==> src/rtl/tx_arbiter_pkg.sv <==
// Shared transmit definitions: command encodings, header start bit and
// per-command payload length.
package tx_arbiter_pkg;

   localparam int TX_CMD_BITS = 2;

   localparam logic [TX_CMD_BITS-1:0] TX_HEADER_READ_16  = 2'd1;
   localparam logic [TX_CMD_BITS-1:0] TX_HEADER_WRITE_16 = 2'd2;
   localparam logic [TX_CMD_BITS-1:0] TX_HEADER_WRITE_8  = 2'd3;

   localparam logic TX_START_BIT = 1'b1;

   // Byte writes carry half the payload of the 16-bit commands.
   function automatic int unsigned tx_payload_len(
      input logic [TX_CMD_BITS-1:0] cmd,
      input int unsigned            payload_cycles
   );
      return (cmd == TX_HEADER_WRITE_8) ? (payload_cycles / 2) : payload_cycles;
   endfunction

endpackage

==> src/rtl/tx_serializer.sv <==
// Frame sequencer: shifts the {start, cmd} header out MSB first, then counts
// payload cycles until the command's length is reached.
module tx_serializer
   import tx_arbiter_pkg::*;
#(
   parameter int  NSHIFT         = 2,
   parameter int  PAYLOAD_CYCLES = 8,
   localparam int CW             = $clog2(PAYLOAD_CYCLES) + 1
) (
   input  logic                   clk,
   input  logic                   rst_n,
   input  logic                   start,
   input  logic [TX_CMD_BITS-1:0] cmd,
   output logic                   in_header,
   output logic                   in_payload,
   output logic                   done,
   output logic [CW-1:0]          counter,
   output logic [NSHIFT-1:0]      header_slice
);

   localparam int HEADER_CYCLES = (1 + TX_CMD_BITS + NSHIFT - 1) / NSHIFT;
   localparam int HW            = HEADER_CYCLES * NSHIFT;
   localparam int HCW           = (HEADER_CYCLES > 1) ? $clog2(HEADER_CYCLES) : 1;

   typedef enum logic [1:0] {
      IDLE    = 2'd0,
      HEADER  = 2'd1,
      PAYLOAD = 2'd2
   } state_t;

   state_t           state;
   logic [HW-1:0]    shift_reg;
   logic [HCW-1:0]   hdr_cnt;
   logic [CW-1:0]    last_idx;
   logic [HW-1:0]    header_word;
   logic [CW-1:0]    load_last;

   assign header_word = HW'({TX_START_BIT, cmd});
   assign load_last   = CW'(tx_payload_len(cmd, PAYLOAD_CYCLES) - 1);

   assign in_header    = (state == HEADER);
   assign in_payload   = (state == PAYLOAD);
   assign done         = in_payload && (counter == last_idx);
   assign header_slice = shift_reg[HW-1 -: NSHIFT];

   // A start in the done cycle reloads the header directly, so frames can
   // run back to back without passing through IDLE.
   always_ff @(posedge clk or negedge rst_n) begin
      if (!rst_n) begin
         state     <= IDLE;
         shift_reg <= '0;
         hdr_cnt   <= '0;
         counter   <= '0;
         last_idx  <= '0;
      end else begin
         case (state)
            IDLE: begin
               counter <= '0;
               if (start) begin
                  state     <= HEADER;
                  shift_reg <= header_word;
                  hdr_cnt   <= '0;
                  last_idx  <= load_last;
               end
            end
            HEADER: begin
               shift_reg <= shift_reg << NSHIFT;
               counter   <= '0;
               if (hdr_cnt == HCW'(HEADER_CYCLES - 1)) begin
                  state   <= PAYLOAD;
                  hdr_cnt <= '0;
               end else begin
                  hdr_cnt <= hdr_cnt + HCW'(1);
               end
            end
            PAYLOAD: begin
               if (done) begin
                  counter <= '0;
                  if (start) begin
                     state     <= HEADER;
                     shift_reg <= header_word;
                     hdr_cnt   <= '0;
                     last_idx  <= load_last;
                  end else begin
                     state <= IDLE;
                  end
               end else begin
                  counter <= counter + CW'(1);
               end
            end
            default: begin
               state   <= IDLE;
               counter <= '0;
            end
         endcase
      end
   end

endmodule

==> src/rtl/tx_arbiter.sv <==
// Two-requester transmit arbiter: scheduler has priority and may reserve the
// channel against the prefetcher; the winner's frame goes out via tx_serializer.
module tx_arbiter
   import tx_arbiter_pkg::*;
#(
   parameter int  NSHIFT         = 2,
   parameter int  PAYLOAD_CYCLES = 8,
   localparam int CW             = $clog2(PAYLOAD_CYCLES) + 1
) (
   input  logic                   clk,
   input  logic                   rst_n,
   input  logic                   sched_cmd_valid,
   input  logic [TX_CMD_BITS-1:0] sched_cmd,
   input  logic                   sched_reserve,
   input  logic [NSHIFT-1:0]      sched_data,
   output logic                   sched_cmd_started,
   input  logic                   pf_cmd_valid,
   input  logic [TX_CMD_BITS-1:0] pf_cmd,
   input  logic [NSHIFT-1:0]      pf_data,
   output logic                   pf_cmd_started,
   output logic                   tx_active,
   output logic                   tx_owner,
   output logic                   tx_data_next,
   output logic [CW-1:0]          tx_counter,
   output logic                   tx_done,
   output logic [NSHIFT-1:0]      tx_pins
);

   logic                   in_header;
   logic                   in_payload;
   logic                   done;
   logic [NSHIFT-1:0]      header_slice;
   logic                   can_grant;
   logic                   grant_sched;
   logic                   grant_pf;
   logic                   start;
   logic [TX_CMD_BITS-1:0] grant_cmd;
   logic                   owner;

   // Gating with rst_n keeps the grant pulses quiet while reset is held.
   assign can_grant   = rst_n && (!(in_header || in_payload) || done);
   assign grant_sched = can_grant && sched_cmd_valid;
   assign grant_pf    = can_grant && pf_cmd_valid && !sched_cmd_valid && !sched_reserve;
   assign start       = grant_sched || grant_pf;
   assign grant_cmd   = grant_sched ? sched_cmd : pf_cmd;

   assign sched_cmd_started = grant_sched;
   assign pf_cmd_started    = grant_pf;

   always_ff @(posedge clk or negedge rst_n) begin
      if (!rst_n) begin
         owner <= 1'b0;
      end else if (start) begin
         owner <= grant_sched;
      end
   end

   tx_serializer #(
      .NSHIFT         (NSHIFT),
      .PAYLOAD_CYCLES (PAYLOAD_CYCLES)
   ) u_serializer (
      .clk          (clk),
      .rst_n        (rst_n),
      .start        (start),
      .cmd          (grant_cmd),
      .in_header    (in_header),
      .in_payload   (in_payload),
      .done         (done),
      .counter      (tx_counter),
      .header_slice (header_slice)
   );

   assign tx_active    = in_header || in_payload;
   assign tx_owner     = owner;
   assign tx_data_next = in_payload;
   assign tx_done      = done;

   // Payload bits pass straight through from the owner's lane.
   always_comb begin
      tx_pins = '0;
      if (in_payload) begin
         tx_pins = owner ? sched_data : pf_data;
      end else if (in_header) begin
         tx_pins = header_slice;
      end
   end

endmodule

==> config.mk <==
export PLATFORM = sky130hd
export DESIGN_NAME = tx_arbiter
export DESIGN_NICKNAME = d
export VERILOG_FILES = /design/src/rtl/tx_arbiter_pkg.sv /design/src/rtl/tx_serializer.sv /design/src/rtl/tx_arbiter.sv
export SDC_FILE = /design/constraint.sdc
export NUM_CORES = 1
export LEC_CHECK = 0
export ABC_AREA = 1
export CORE_MARGIN = 4
export CORE_UTILIZATION = 49
export CTS_BUF_LIST = sky130_fd_sc_hd__clkbuf_2 sky130_fd_sc_hd__clkbuf_4 sky130_fd_sc_hd__clkbuf_8
export CTS_CLUSTER_SIZE = 24
export DETAILED_ROUTE_END_ITERATION = 12
export GPL_ROUTABILITY_DRIVEN = 0
export PLACE_DENSITY = 0.89
export RECOVER_POWER = 100
export SYNTH_ARGS = -nofsm -noshare
export SYNTH_HDL_FRONTEND = slang
export SYNTH_SLANG_ARGS = --single-unit
==> constraint.sdc <==
create_clock -name clk -period 2.1 [get_ports clk]
set_input_delay 0.42 -clock clk [delete_from_list [all_inputs] [get_ports clk]]
set_output_delay 0.42 -clock clk [all_outputs]
set_load 0.05 [all_outputs]
==> flow_summary.ini, run 1 <==
[route]
wl_per_cell_um = 14.35
wirelength_um = 2684
vias_per_cell = 5.150
drc_errors = 0
dr.first_iter.drc_count = 25
final_antenna_net_count = 0
drt-pass1-iter-count = 4
via_count = 963

[sta]
hold_violations = 0
finalSetupViolCount = 0
maxSlewViolCount = 0
slew_headroom_pct = 44.81
clock_skew_ns = 0.003813
rsz0062_at_grt = yes
finalCritPeriodShare_pct = 97.06
hold-worst-slack_ns = 0.4995
fin_crit_ns = 2.038
tightest_slew_ns = 0.8278
setup_slack_ns = 0.06184
max_freq_mhz = 490.6

[layout]
fin_nets = 181
postLayoutCoreUtil_pct = 81.59
syn2layout_area_growth_pct = 57.70
diodes = 0
multiInputGateArea_sq_um = 503.0
seqCellArea_sq_um = 350.3
num-fill-cells = 107
drive_gt1_share_pct = 25.93
fin_cells = 187
postLayoutCellArea_sq_um = 1409

[worst_setup_path]
path_max_fanout = 4
endpoint_kind = output pin
r2r-start = u_serializer.counter[2]
critical_path_class = flop to output pin
rrSetupSlack_ns = 0.32
cp.required_ns = 1.68
arrival_ns = 1.62
cp-start-kind = flop
timing.rr.end = u_serializer.shift_reg[3]
r2r_cells = 11
crit_start = u_serializer.state[0]

[place]
dp_hpwl_um = 1859
place_area_sq_um = 1295
io_buffers = 24
dp_slack_ns = 0.06418
place_inst = 176

[yosys]
synth_cell_type_count = 22
synth.area.mux_share_pct = 0
synth_edf_count = 0
synth_top_family_by_area = simple AND/OR/NAND/NOR gates
synth-seq-cells = 14
yosysMostFrequentCell = nand2_1
synth_largest_area_cell = dfrtp_1
yosys_warnings = 0
ys_seq_area_share_pct = 39.22
synthTopCellsByArea = dfrtp_1 (39%), nand2_1 (16%), ha_1 (7.0%), inv_1 (6.7%), nor2_1 (6.3%)
avgSynthCellArea_sq_um = 7.323
synth_compound_area_share_pct = 9.244
ys.flop_type = dfrtp_1
synthAdderAreaFrac_pct = 7.003
netlist_instances = 122
synth-simple-area-share_pct = 33.61
synth_nets = 140
ys_async_sr_fraction_pct = 100.0
synth_common_cells = nand2_1 (39), inv_1 (16), nor2_1 (15)
synth_top_cell_area_share_pct = 39.22
synth_xor_xnor_area_share_pct = 1.961
syn-cell-area_sq_um = 893.4

[clock_tree]
cts_buffers = 3
clock_sinks = 14
ctsLongestPathBuffers = 2
htree_levels = 1
clock_latency_ns = 0.29
postCtsHoldBufs = 0
cts_root_buffer = clkbuf_4
clk_pin_slew_worst_paths_ns = 0.09
cts_tree = built

[floorplan]
row_count = 15
start_util_pct = 51.74
io_pins = 25
die_y_um = 50.70
core_sq_um = 1727
design.die.area_sq_um = 2570
die_w_um = 50.70

[global_routing]
grt_max_degree = 15
grt_use_total_pct = 21.35
grt_antenna_before_repair = 0
grt_pass1_wl_um = 4084
grt-ovfl-total = 0
grt_pass1_vias = 956

[hold_path]
hold_path_depth = 2
hp-start = u_serializer.shift_reg[0]
hold_path_end = u_serializer.shift_reg[0]
hold_path.class = flop to flop

[power_and_ir_drop]
irDropWorstVdd_v = 0.001035
power-per-cell-area_nw_per_um2 = 1186
power.leakage_nw = 0.6889

[job]
drv_cap = 0

[outcome]
status = completed
## worst max path at each step
stage / end / cells past startpoint
6_report: pf_cmd_started / 7
5_1_grt: tx_pins[0] / 6
4_1_cts: pf_cmd_started / 7
3_5_place_dp: pf_cmd_started / 5
3_3_place_gp: pf_cmd_started / 5
2_1_floorplan: sched_cmd_started / 6
## cells in the final DEF, fill, tap and decap left out
cell type,n
inv_2,2
nand2_1,39
o211ai_1,1
inv_6,1
clkbuf_8,1
clkbuf_1,2
o21ai_2,2
nand2_4,1
buf_4,12
dlygate4sd3_1,1
nor2_2,2
nor3b_2,1
inv_1,13
nor2_1,14
buf_12,7
nand3_1,5
dfrtp_1,14
clkbuf_4,3
nand4_1,5
o21ai_1,1
clkinvlp_4,2
clkdlybuf4s50_1,16
a21boi_4,1
xnor2_1,1
ha_2,1
o211ai_2,1
nand3_2,2
xor2_1,1
ha_4,1
o21ai_0,4
ha_1,3
nand2_2,1
a21oi_2,1
## area by class of cell
| class | count | share of cell area, % |
|---|---|---|
| Inverter | 18 | 5.684 |
| Tap cell | 25 | 2.220 |
| Clock buffer | 4 | 2.575 |
| Timing Repair Buffer | 38 | 28.95 |
| Multi-Input combinational cell | 88 | 35.70 |
| Sequential cell | 14 | 24.87 |
## cell families (layout without fill, tap and decap cells)
family / count (synthesis) / in the layout
DFF: 14 / 14
adders and majority gates: 5 / 5
buffers and inverters: 20 / 60
AOI/OAI and AO/OA: 11 / 11
xor gates and xnor gates: 2 / 2
and+or+nand+nor: 70 / 70
## metrics by stage
step	power (mW)	setup TNS, ns
2_1_floorplan	1.005	0
3_3_place_gp	1.343	0
3_5_place_dp	1.370	0
4_1_cts	1.607	0
5_1_grt	1.775	-0.04104
6_report	1.671	0
## layer usage
layer | vias to the layer above | global-route usage (%) | part of all wire, %
met1 | 459 | 23.70 | 41
met4 | 0 | 10.31 | 2.8
met2 | 30 | 37.83 | 53
met3 | 8 | 5.045 | 3.9
li1 | 466 | - | -
met5 | - | 0 | 0
## critical path, stage by stage (launching register included)
cell        delay [ns]
dfrtp_1           0.43
inv_2             0.10
ha_4              0.19
inv_6             0.05
a21boi_4          0.19
nand3_2           0.12
clkinvlp_4        0.11
buf_12            0.13
## power breakdown
part           leakage [nW]  internal, mW  switching, mW  total, mW
clock network        0.0210         0.106         0.0971      0.203
registers             0.175         0.353         0.0693      0.422
logic                 0.493         0.436          0.610       1.05
total                 0.689         0.895          0.777       1.67
## what timing repair did
action | in CTS | in global routing
pin swaps | 2 | 3
gates resized for setup | 2 | 6
endpoints found under the setup margin | 2 | 4
buffers inserted | 3 | 4
(Power assumes the default switching activity.)
==> inputs of run 2 (changes only) <==
--- a/config.mk
+++ b/config.mk
@@ -6,13 +6,14 @@
 export NUM_CORES = 1
 export LEC_CHECK = 0
 export ABC_AREA = 1
-export CORE_MARGIN = 4
-export CORE_UTILIZATION = 49
+export CORE_MARGIN = 2
+export CORE_UTILIZATION = 44
 export CTS_BUF_LIST = sky130_fd_sc_hd__clkbuf_2 sky130_fd_sc_hd__clkbuf_4 sky130_fd_sc_hd__clkbuf_8
 export CTS_CLUSTER_SIZE = 24
 export DETAILED_ROUTE_END_ITERATION = 12
 export GPL_ROUTABILITY_DRIVEN = 0
-export PLACE_DENSITY = 0.89
+export HOLD_SLACK_MARGIN = 0.15
+export PLACE_DENSITY = 0.84
 export RECOVER_POWER = 100
 export SYNTH_ARGS = -nofsm -noshare
 export SYNTH_HDL_FRONTEND = slang
==> constraint.sdc (replaced) <==
create_clock -name clk -period 1.8 [get_ports clk]
set_input_delay 0.36 -clock clk [delete_from_list [all_inputs] [get_ports clk]]
set_output_delay 0.36 -clock clk [all_outputs]
set_load 0.05 [all_outputs]
==> run 2 against run 1 <==
Compared with the run above:
- the run now ends with setup timing left
- critical endpoint unchanged
- largest power group unchanged
- clock-buffer cell count unchanged
- largest cell class unchanged
- worst setup slack worse by 0.21 ns
- global-route usage up 0.87 points
==> flow_summary.ini, run 2 (synthesized netlist as in run 1, its figures left out) <==
[power_and_ir_drop]
power.leakage_nw = 0.7176
power-per-cell-area_nw_per_um2 = 1393
irDropWorstVdd_v = 0.0009315

[layout]
layout_commonest_cell = nand2_1
drive_gt1_share_pct = 36.69
postLayoutCellArea_sq_um = 1506
mostFrequentLayoutCells = nand2_1 (37), buf_4 (18), nor2_1 (14), inv_1 (12), clkdlybuf4s50_1 (11)
postLayoutCoreUtil_pct = 77.58
num-fill-cells = 133
fin_nets = 188
syn2layout_area_growth_pct = 68.63
fin_cells = 196
diodes = 0

[worst_setup_path]
arrival_ns = 1.58
path_cells = inv_2 > ha_4 > inv_4 > a21boi_4 > nand3_2 > clkinvlp_4 > buf_12
rrSetupSlack_ns = -0.01
timing.rr.end = u_serializer.last_idx[2]
cp_slowest_stage_delay_ns = 0.43
crit_start = u_serializer.state[0]
critical_path_class = flop to output pin
r2r-start = u_serializer.state[0]
r2r_cells = 12
path_max_fanout = 4
endpoint_kind = output pin
crit_path_top_delay_cell = dfrtp_2
cp-start-kind = flop
cp.required_ns = 1.44
endpoint = pf_cmd_started

[hold_path]
hold_path.class = flop to flop

[sta]
finalCritPeriodShare_pct = 108.0
setup_slack_ns = -0.1444
maxSlewViolCount = 0
rsz0062_at_grt = yes
timing.setup.tns_ns = -0.3393
tightest_slew_ns = 0.7967
max_freq_mhz = 514.3
clock_skew_ns = 0.005531
hold-worst-slack_ns = 0.4885
slew_headroom_pct = 46.89
hold_violations = 0
fin_crit_ns = 1.944
finalSetupViolCount = 6

[route]
drc_errors = 0
wl_per_cell_um = 14.45
dr.first_iter.drc_count = 15
wirelength_um = 2832
final_antenna_net_count = 0
via_count = 984
drt-pass1-iter-count = 4
vias_per_cell = 5.020

[global_routing]
grt_max_degree = 15
grt_antenna_before_repair = 0
grt_pass1_wl_um = 4202
grt-ovfl-total = 0
grt_use_total_pct = 22.21
grt_pass1_vias = 1006

[outcome]
status = finished, violations left
violations = setup timing

[clock_tree]
clock_latency_ns = 0.29
postCtsHoldBufs = 0
clk_pin_slew_worst_paths_ns = 0.08
cts_buffers = 3
cts_tree = built
clock_sinks = 14
htree_levels = 1
cts_root_buffer = clkbuf_4
ctsLongestPathBuffers = 2

[floorplan]
row_count = 16
die_y_um = 49.06
design.die.area_sq_um = 2407
io_pins = 25
die_w_um = 49.06
start_util_pct = 46.01
core_sq_um = 1942

[job]
drv_cap = 0

[place]
place_inst = 178
dp_hpwl_um = 1821
io_buffers = 24
place_area_sq_um = 1315
-- run 2: changes by cell type in the layout (fill, tap and decap cells not counted), sizes merged --
| cell | delta |
|---|---|
| clkdlybuf4s50 | -5 |
| buf | +9 |
| clkbuf | +3 |
-- run 2: how the worst min path moves through the flow --
stage	from	end	slack (ns)	cells past startpoint
finish	u_serializer.last_idx[1]	u_serializer.last_idx[1]	0.49	2
global route	u_serializer.last_idx[1]	u_serializer.last_idx[1]	0.51	2
CTS	rst_n	tx_owner	0.43	2
floorplan	rst_n	tx_owner	0.06	0
detailed placement	u_serializer.last_idx[1]	u_serializer.last_idx[1]	0.47	2
global placement	u_serializer.last_idx[1]	u_serializer.last_idx[1]	0.46	2
-- run 2: metrics by stage --
step           total power, mW  setup slack, ns
2_1_floorplan            1.204        -0.007490
3_5_place_dp             1.616          -0.1104
6_report                 2.098          -0.1444
3_3_place_gp             1.571         -0.06058
5_1_grt                  2.222          -0.2053
4_1_cts                  1.956          -0.1179
-- run 2: where the power goes --
group	switching [mW]	internal (mW)	total (mW)
combinational	0.791	0.600	1.39
clock	0.103	0.101	0.204
sequential	0.0854	0.417	0.502
-- run 2: layer usage --
layer,share of wire (%),GRT usage [%]
met1,38,23.39
met3,5.5,6.135
met4,1.6,6.190
met2,54,42.34
met5,0,0
-- run 2: worst max-delay path: cells and delay by family (launching register included) --
| kind | cells | cell delay [ns] |
|---|---|---|
| adder cells (fa/ha/maj) | 1 | 0.16 |
| flip-flops | 1 | 0.43 |
| AND/OR/NAND/NOR | 1 | 0.12 |
| buffers and inverters | 4 | 0.37 |
| AO/OA/AOI/OAI | 1 | 0.22 |
-- run 2: layout make-up --
type	instances	area [sq um]	area share [%]
clock buffer	4	30.03	1.993
multi-input combinational	88	559.3	37.13
inverter	18	77.57	5.150
tap	27	33.78	2.243
sequential	14	357.8	23.75
timing repair buffer	45	447.9	29.73
-- run 2: repair_timing --
item | 4_1_cts | 5_1_grt
pin swaps | 4 | 9
endpoints found under the setup margin | 4 | 10
buffers inserted | 9 | 6
resized for setup | 9 | 10
==> inputs of run 3 (changes only) <==
--- a/config.mk
+++ b/config.mk
@@ -9,12 +9,14 @@
 export CORE_MARGIN = 2
 export CORE_UTILIZATION = 44
 export CTS_BUF_LIST = sky130_fd_sc_hd__clkbuf_2 sky130_fd_sc_hd__clkbuf_4 sky130_fd_sc_hd__clkbuf_8
+export CTS_CLUSTER_DIAMETER = 80
 export CTS_CLUSTER_SIZE = 24
 export DETAILED_ROUTE_END_ITERATION = 12
 export GPL_ROUTABILITY_DRIVEN = 0
 export HOLD_SLACK_MARGIN = 0.15
 export PLACE_DENSITY = 0.84
 export RECOVER_POWER = 100
+export SKIP_CTS_REPAIR_TIMING = 1
 export SYNTH_ARGS = -nofsm -noshare
 export SYNTH_HDL_FRONTEND = slang
 export SYNTH_SLANG_ARGS = --single-unit
==> run 3 against run 2 <==
Compared with the run above:
- the flow still finishes with violations (setup timing)
- first-iteration DRC count fell by 33%
- routed wire length fell by 12%
- hold slack lost 0.062 ns
- non-clock buffer count down 4
- critical path depth fell by 1
- combinational power fell by 9%
- die area unchanged
==> flow_summary.ini, run 3 (synthesized netlist as in run 1, its figures left out) <==
[global_routing]
grt_antenna_before_repair = 0
grt-ovfl-total = 0
grt_use_total_pct = 20.65
grt_pass1_vias = 944
grt_max_degree = 15
grt_pass1_wl_um = 3919

[place]
dp_hpwl_um = 1821
io_buffers = 24

[clock_tree]
clock_latency_ns = 0.28
cts_buffers = 3
clk_pin_slew_worst_paths_ns = 0.08
cts_root_buffer = clkbuf_4
cts_tree = built
htree_levels = 1
ctsLongestPathBuffers = 2
clock_sinks = 14

[layout]
postLayoutCoreUtil_pct = 73.52
fin_nets = 184
layout_commonest_cell = nand2_1
mostFrequentLayoutCells = nand2_1 (37), buf_4 (18), nor2_1 (14), inv_1 (12), clkdlybuf4s50_1 (12)
diodes = 0
syn2layout_area_growth_pct = 59.80
num-fill-cells = 152
drive_gt1_share_pct = 32.73

[power_and_ir_drop]
pwr-share-clk_pct = 10.5
switching_share_pct = 46.69
p_int_mw = 1.042
irDropWorstVdd_v = 0.0009118
power.leakage_nw = 0.6950
pwr-share-comb_pct = 64.4
power-per-cell-area_nw_per_um2 = 1370
pwr-share-seq_pct = 25.2
p_switching_mw = 0.9128

[sta]
fin_crit_ns = 1.958
finalSetupViolCount = 4
maxSlewViolCount = 0
rsz0062_at_grt = yes
clock_skew_ns = 0.003531
tightest_slew_ns = 0.6016
setup_slack_ns = -0.1579
finalCritPeriodShare_pct = 108.8
max_freq_mhz = 510.8
hold_violations = 0
timing.setup.tns_ns = -0.4156
slew_headroom_pct = 60.06

[worst_setup_path]
path_cells = buf_4 > ha_4 > a21boi_4 > nand3_2 > clkinvlp_4 > buf_12
endpoint_kind = output pin
cp-start-kind = flop
crit_path_top_delay_cell = dfrtp_1
critical_path_class = flop to output pin
cp_slowest_stage_delay_ns = 0.41
arrival_ns = 1.60
cp.required_ns = 1.44
path_max_fanout = 4

[floorplan]
row_count = 16
start_util_pct = 46.01
core_sq_um = 1942
design.die.area_sq_um = 2407
die_y_um = 49.06
die_w_um = 49.06
io_pins = 25

[route]
wl_per_cell_um = 12.97
dr.first_iter.drc_count = 10
vias_per_cell = 4.917
drc_errors = 0
final_antenna_net_count = 0
via_count = 944
wirelength_um = 2491
drt-pass1-iter-count = 4

[outcome]
status = finished, violations left
violations = setup timing

[job]
drv_cap = 0

[hold_path]
hold_path.class = input port to asynchronous set/reset pin
[run 3: changes by cell type in the layout (fill, tap and decap cells not counted), sizes merged]
cell           previous run  this run
buf                      28        25
clkbuf                    9         8
clkdlybuf4s50            11        12
dlygate4sd3               1         0
[run 3: worst max-delay path: cells and delay by family (launching register included)]
kind            cells  cell delay (ns)
flops               1             0.41
buf+inv             3             0.39
compound gates      1             0.23
fa+ha+maj           1             0.16
simple gates        1             0.12
[run 3: final timing paths]
kind	from	slack (ns)	cells after the start	endpoint
min reg2reg	u_serializer.last_idx[1]	0.49	2	u_serializer.last_idx[1]
min	rst_n	0.43	2	u_serializer.counter[2]
max in group asynchronous	rst_n	1.19	2	u_serializer.state[1]
max	u_serializer.state[0]	-0.16	6	pf_cmd_started
min in group clk	u_serializer.last_idx[1]	0.49	2	u_serializer.last_idx[1]
max reg2reg	u_serializer.state[0]	0.11	9	u_serializer.shift_reg[3]
[run 3: area by class of cell]
cell class / instances / area, sq um / area share [%]
clock buffers: 4 / 30.03 / 2.103
inverters: 18 / 77.57 / 5.434
multi-input cells: 88 / 520.5 / 36.46
flip-flops and latches: 14 / 355.3 / 24.89
well taps: 27 / 33.78 / 2.366
repair buffers: 41 / 410.4 / 28.75
[run 3: power by group through the flow]
stage	logic (mW)	clock network, mW	registers [mW]
6_report	1.26	0.205	0.492
4_1_cts	1.12	0.207	0.495
2_1_floorplan	0.665	0	0.539
5_1_grt	1.34	0.223	0.507
3_5_place_dp	1.11	0	0.502
3_3_place_gp	1.07	0	0.497
[run 3: routing by layer]
layer / routed length (um) / track usage [%] / up-vias
met5: 0 / 0 / -
met4: 25 / 5.238 / 0
met3: 120 / 5.828 / 4
met2: 1338 / 38.74 / 20
met1: 1006 / 22.42 / 451
li1: - / - / 469
[run 3: metrics by stage]
stage | cell area (sq um) | total power [mW] | hold slack, ns | setup slack [ns] | instances
6_report | 1428 | 1.955 | 0.4269 | -0.1579 | 192
5_1_grt | 1428 | 2.074 | 0.4559 | -0.1950 | 192
4_1_cts | 1345 | 1.823 | 0.4328 | -0.2936 | 182
3_5_place_dp | 1315 | 1.616 | 0.4672 | -0.1104 | 178
3_3_place_gp | 1315 | 1.571 | 0.4580 | -0.06058 | 178
2_1_floorplan | 943.4 | 1.204 | 0.06441 | -0.007490 | 122
